## config.mk

```make
export PLATFORM = sky130hd
export DESIGN_NAME = ro_freq_compare
export DESIGN_NICKNAME = d
export VERILOG_FILES = /design/src/rtl/ro_freq_compare.sv
export SDC_FILE = /design/constraint.sdc
export NUM_CORES = 1
export LEC_CHECK = 0
export CORE_UTILIZATION = 30
export DETAILED_ROUTE_END_ITERATION = 10
export SYNTH_ARGS = -nofsm -noshare
export SYNTH_HDL_FRONTEND = slang
export SYNTH_SLANG_ARGS = --single-unit
```

## constraint.sdc

```tcl
create_clock -name clk_i -period 3.31 [get_ports clk_i]
set_clock_uncertainty 0.2 [all_clocks]
set_input_delay 0.331 -clock clk_i [delete_from_list [all_inputs] [get_ports clk_i]]
set_output_delay 0.331 -clock clk_i [all_outputs]
set_load 0.02 [all_outputs]
```

## src/rtl/ro_freq_compare.sv

```systemverilog
// RO PUF frequency comparator: synchronizes two selected ring oscillators, counts their
// rising edges over a fixed gate window and emits one response bit per measurement.
module ro_freq_compare #(
  parameter int CNT_W       = 16,
  parameter int WINDOW      = 1024,
  parameter int SYNC_STAGES = 2
) (
  input  logic             clk_i,
  input  logic             rst_n_i,
  input  logic             start_i,
  input  logic             ro_a_i,
  input  logic             ro_b_i,
  output logic             busy_o,
  output logic             done_o,
  output logic             puf_bit_o,
  output logic             tie_o,
  output logic [CNT_W-1:0] cnt_a_o,
  output logic [CNT_W-1:0] cnt_b_o
);

  // state    | meaning
  // S_IDLE   | waiting for start_i
  // S_SETTLE | SYNC_STAGES+1 cycles, counters held at 0 while synchronizers flush
  // S_COUNT  | WINDOW cycles, counting rising edges of both oscillators
  // S_COMPARE| one cycle, latch counts and comparison result
  // S_DONE   | one cycle, done_o pulse
  typedef enum logic [2:0] {S_IDLE, S_SETTLE, S_COUNT, S_COMPARE, S_DONE} state_t;

  localparam int WIN_W = $clog2(WINDOW + 1);
  localparam int SET_W = $clog2(SYNC_STAGES + 2);
  localparam logic [WIN_W-1:0] WIN_LAST = WIN_W'(WINDOW - 1);
  localparam logic [SET_W-1:0] SET_LAST = SET_W'(SYNC_STAGES);
  localparam logic [CNT_W-1:0] CNT_MAX  = '1;

  state_t                 r_state;
  logic [SYNC_STAGES-1:0] r_sync_a;
  logic [SYNC_STAGES-1:0] r_sync_b;
  logic                   r_prev_a;
  logic                   r_prev_b;
  logic [SET_W-1:0]       r_settle_cnt;
  logic [WIN_W-1:0]       r_win_cnt;
  logic [CNT_W-1:0]       r_cnt_a;
  logic [CNT_W-1:0]       r_cnt_b;
  logic                   w_rise_a;
  logic                   w_rise_b;

  always_ff @(posedge clk_i or negedge rst_n_i) begin
    if (!rst_n_i) begin
      r_sync_a <= '0;
      r_sync_b <= '0;
      r_prev_a <= 1'b0;
      r_prev_b <= 1'b0;
    end else begin
      r_sync_a <= {r_sync_a[SYNC_STAGES-2:0], ro_a_i};
      r_sync_b <= {r_sync_b[SYNC_STAGES-2:0], ro_b_i};
      r_prev_a <= r_sync_a[SYNC_STAGES-1];
      r_prev_b <= r_sync_b[SYNC_STAGES-1];
    end
  end

  assign w_rise_a = r_sync_a[SYNC_STAGES-1] & ~r_prev_a;
  assign w_rise_b = r_sync_b[SYNC_STAGES-1] & ~r_prev_b;

  always_ff @(posedge clk_i or negedge rst_n_i) begin
    if (!rst_n_i) begin
      r_state      <= S_IDLE;
      r_settle_cnt <= '0;
      r_win_cnt    <= '0;
      r_cnt_a      <= '0;
      r_cnt_b      <= '0;
      busy_o       <= 1'b0;
      done_o       <= 1'b0;
      puf_bit_o    <= 1'b0;
      tie_o        <= 1'b0;
      cnt_a_o      <= '0;
      cnt_b_o      <= '0;
    end else begin
      case (r_state)
        S_IDLE: begin
          if (start_i) begin
            r_state      <= S_SETTLE;
            r_settle_cnt <= SET_LAST;
            busy_o       <= 1'b1;
          end
        end
        S_SETTLE: begin
          r_cnt_a <= '0;
          r_cnt_b <= '0;
          if (r_settle_cnt == '0) begin
            r_state   <= S_COUNT;
            r_win_cnt <= '0;
          end else begin
            r_settle_cnt <= r_settle_cnt - SET_W'(1);
          end
        end
        S_COUNT: begin
          // saturate rather than wrap so a fast oscillator can never look slow
          if (w_rise_a && (r_cnt_a != CNT_MAX)) r_cnt_a <= r_cnt_a + CNT_W'(1);
          if (w_rise_b && (r_cnt_b != CNT_MAX)) r_cnt_b <= r_cnt_b + CNT_W'(1);
          if (r_win_cnt == WIN_LAST) begin
            r_state <= S_COMPARE;
          end else begin
            r_win_cnt <= r_win_cnt + WIN_W'(1);
          end
        end
        S_COMPARE: begin
          cnt_a_o   <= r_cnt_a;
          cnt_b_o   <= r_cnt_b;
          puf_bit_o <= (r_cnt_a > r_cnt_b);
          tie_o     <= (r_cnt_a == r_cnt_b);
          busy_o    <= 1'b0;
          done_o    <= 1'b1;
          r_state   <= S_DONE;
        end
        S_DONE: begin
          done_o  <= 1'b0;
          r_state <= S_IDLE;
        end
        default: begin
          r_state <= S_IDLE;
          busy_o  <= 1'b0;
          done_o  <= 1'b0;
        end
      endcase
    end
  end

endmodule

```

==> results_dict.tcl <==
set metrics [dict create \
    status "finished, violations left" \
    violations "DRC" \
    start_kind "flop" \
    reg2regPathDepth 5 \
    portBuffers 40 \
    drcViolationCount 8 \
    diodes 0 \
    worst_slew_pin_slew_ns 1.03 \
    fillCellCount 1464 \
    clock_path_buffers 2 \
    synth_seq_area_share_pct 49.6 \
    cts_made_buffers 9 \
    dr_total_vias 3702 \
    avgSynthCellArea_sq_um 9.23 \
    place_area_sq_um 5120 \
    grt_max_degree 40 \
    synth.area.top_cells "dfrtp_1, nand2_1, ha_1" \
    overflow 0 \
    p_leak_nw 2.40 \
    hold_viol 0 \
    fin_ws_ns 0.681 \
    max_slew_margin_pct 31.3 \
    async_flop_share_pct 100 \
    dp.cells 704 \
    grt_pass1_vias 3561 \
    fin_crit_ns 2.63 \
    grt_pass1_wl_um 18300 \
    vdd_ir_drop_max_uv 367 \
    timing.final.crit_share_pct 79.4 \
    clock_latency_ns 0.34 \
    drt-total-wl_um 11000 \
    crit_type "reg -> reg" \
    wl_per_cell_um 15.2 \
    drtAntennaViolNets 0 \
    power_density_nw_per_um2 571 \
    final_area_sq_um 5430 \
    drive_above_1_share_pct 7.26 \
    cp_max_fo 29 \
    cts_tree "built" \
    routabilityCongestion 0.819 \
    rsz0062_at_grt "false" \
    dieWidth_um 125 \
    multi_input_area_sq_um 2100 \
    ctsResizeCount 0 \
    yosysTopAreaCell "dfrtp_1" \
    cts_max_level 3 \
    clkSlewWorstSetupHoldPaths_ns 0.06 \
    layout-area-overhead-vs-synth_pct 19.6 \
    rows 44 \
    clock-sinks 90 \
    first_pass_iters 10 \
    synthesis.area_sq_um 4540 \
    dieHeight_um 125 \
    coreArea_sq_um 14600 \
    slew_violations 0 \
    dp_hpwl_um 7930 \
    tns_ns 0 \
    ys.flop_type "dfrtp_1" \
    grt_use_total_pct 14.8 \
    synth_top_area_share_pct 49.6 \
    synthCells 492 \
    min_delay_path_depth 0 \
    ys_ff_latch 90 \
    drv_cap 0 \
    syn-num-nets 517 \
    max_freq_mhz 380 \
    dieArea_sq_um 15600 \
    synth_warnings 0 \
    start_util_pct 31.0 \
    fin_cells 721 \
    antenna_found_initial 0 \
    cp-end-kind "flop" \
    cp.arrival_ns 2.71 \
    root_buffer "clkbuf_16" \
    dp_slack_ns 0.718 \
    pin_count 41 \
    vias_per_cell 5.13 \
    hp-class "reg -> reg" \
    post_synth_num_cell_types 62 \
    nets 557 \
    drt_iter0_drc 193 \
    final-setup-viol-count 0 \
    synth_edf_count 0 \
    ff_latch_area_sq_um 2250 \
    crit_required_ns 3.39 \
]
where the power goes:
group	switching [W]	internal [W]
sequential	0.0000843	0.00118
clock	0.000425	0.000625
combinational	0.000526	0.000269
layer usage:
layer | track usage [%] | wire (um) | vias to the layer above
met5 | 0 | 0 | -
met4 | 5.74 | 199 | 0
met3 | 3.38 | 486 | 14
met2 | 22.4 | 4960 | 89
met1 | 20.4 | 5330 | 1767
li1 | - | - | 1832
state kept, by name (all words and copies together), names as in the netlist, 2 cells and up:
register and count:
cnt_a_o 16, r_win_cnt 11, r_state 3, r_sync_b 2, cnt_b_o 16, r_cnt_b 16
r_cnt_a 16, r_settle_cnt 2, r_sync_a 2
cell families (layout without fill, tap and decap cells):
| logic type | count (synthesis) | in the layout | share of synthesized area, % |
|---|---|---|---|
| AOI/OAI and AO/OA | 129 | 129 | 17.4 |
| adders and majority gates | 20 | 20 | 5.51 |
| DFF | 90 | 90 | 49.6 |
| muxes | 4 | 4 | 0.937 |
| and+or+nand+nor | 206 | 206 | 22.3 |
| buffers and inverters | 43 | 88 | 4.24 |
what timing repair did:
action / CTS / global route
endpoints found under the hold margin: 37 / 0
buffers inserted: 0 / 0
setup endpoints to repair: 0 / 0
hold buffers: 1 / 0
worst max-delay path, cell delays in order, from the launching register on:
cell and delay [ns]:
dfrtp_1 0.50, or3b_1 0.82, nor3b_1 0.47, nand2b_1 0.21, nor2_1 0.18, mux2_2 0.17
cell usage after synthesis (10+ instances only):
master    n
ha_1     20
o21ai_1  27
nand4_1  10
o21ai_0  31
dfrtp_1  90
a21oi_1  20
inv_1    24
nand2_1  98
nor3_1   12
nor2_1   26
nand3_1  24
a31oi_1  11
stage by stage:
step	hold slack [ns]	util [%]	total power (W)
after CTS	0.151	37.1	0.00314
after floorplan	-0.165	-	0.00183
after detailed placement	0.136	34.9	0.00208
final	0.148	37.1	0.00310
after global placement	0.133	34.9	0.00206
after global routing	0.158	37.1	0.00329
area by class of cell:
cell class | instances | area share [%]
clock buffer | 12 | 4.72
clock inverter | 4 | 0.921
inverter | 25 | 1.73
multi-input combinational | 359 | 38.6
sequential | 90 | 41.5
tap | 184 | 4.24
timing repair buffer | 47 | 8.34
placed cells by master, fill, tap and decap left out, types with 3 or more instances in the layout:
cell type,Yosys,routed
nand2_1,98,98
dfrtp_1,90,90
clkdlybuf4s50_1,0,39
o21ai_0,31,31
o21ai_1,27,27
nor2_1,26,26
inv_1,24,24
nand3_1,24,24
a21oi_1,20,20
ha_1,20,20
nor3_1,12,12
a31oi_1,11,11
nand4_1,10,10
clkbuf_16,0,9
o31ai_1,7,7
buf_4,0,7
and3_1,5,5
and2_1,5,5
a21o_1,4,4
o21a_1,4,4
nor3b_1,3,3
worst paths after layout:
path,start,to,slack [ns]
min,r_sync_a[0],r_sync_a[1],0.15
min reg2reg,r_sync_a[0],r_sync_a[1],0.15
max,r_state[0],r_cnt_b[12],0.68
max reg2reg,r_state[0],r_cnt_b[12],0.68
min in group asynchronous,rst_n_i,r_sync_b[0],0.31
max in group asynchronous,rst_n_i,cnt_b_o[11],1.79
Power figures use the tool's default switching activity.
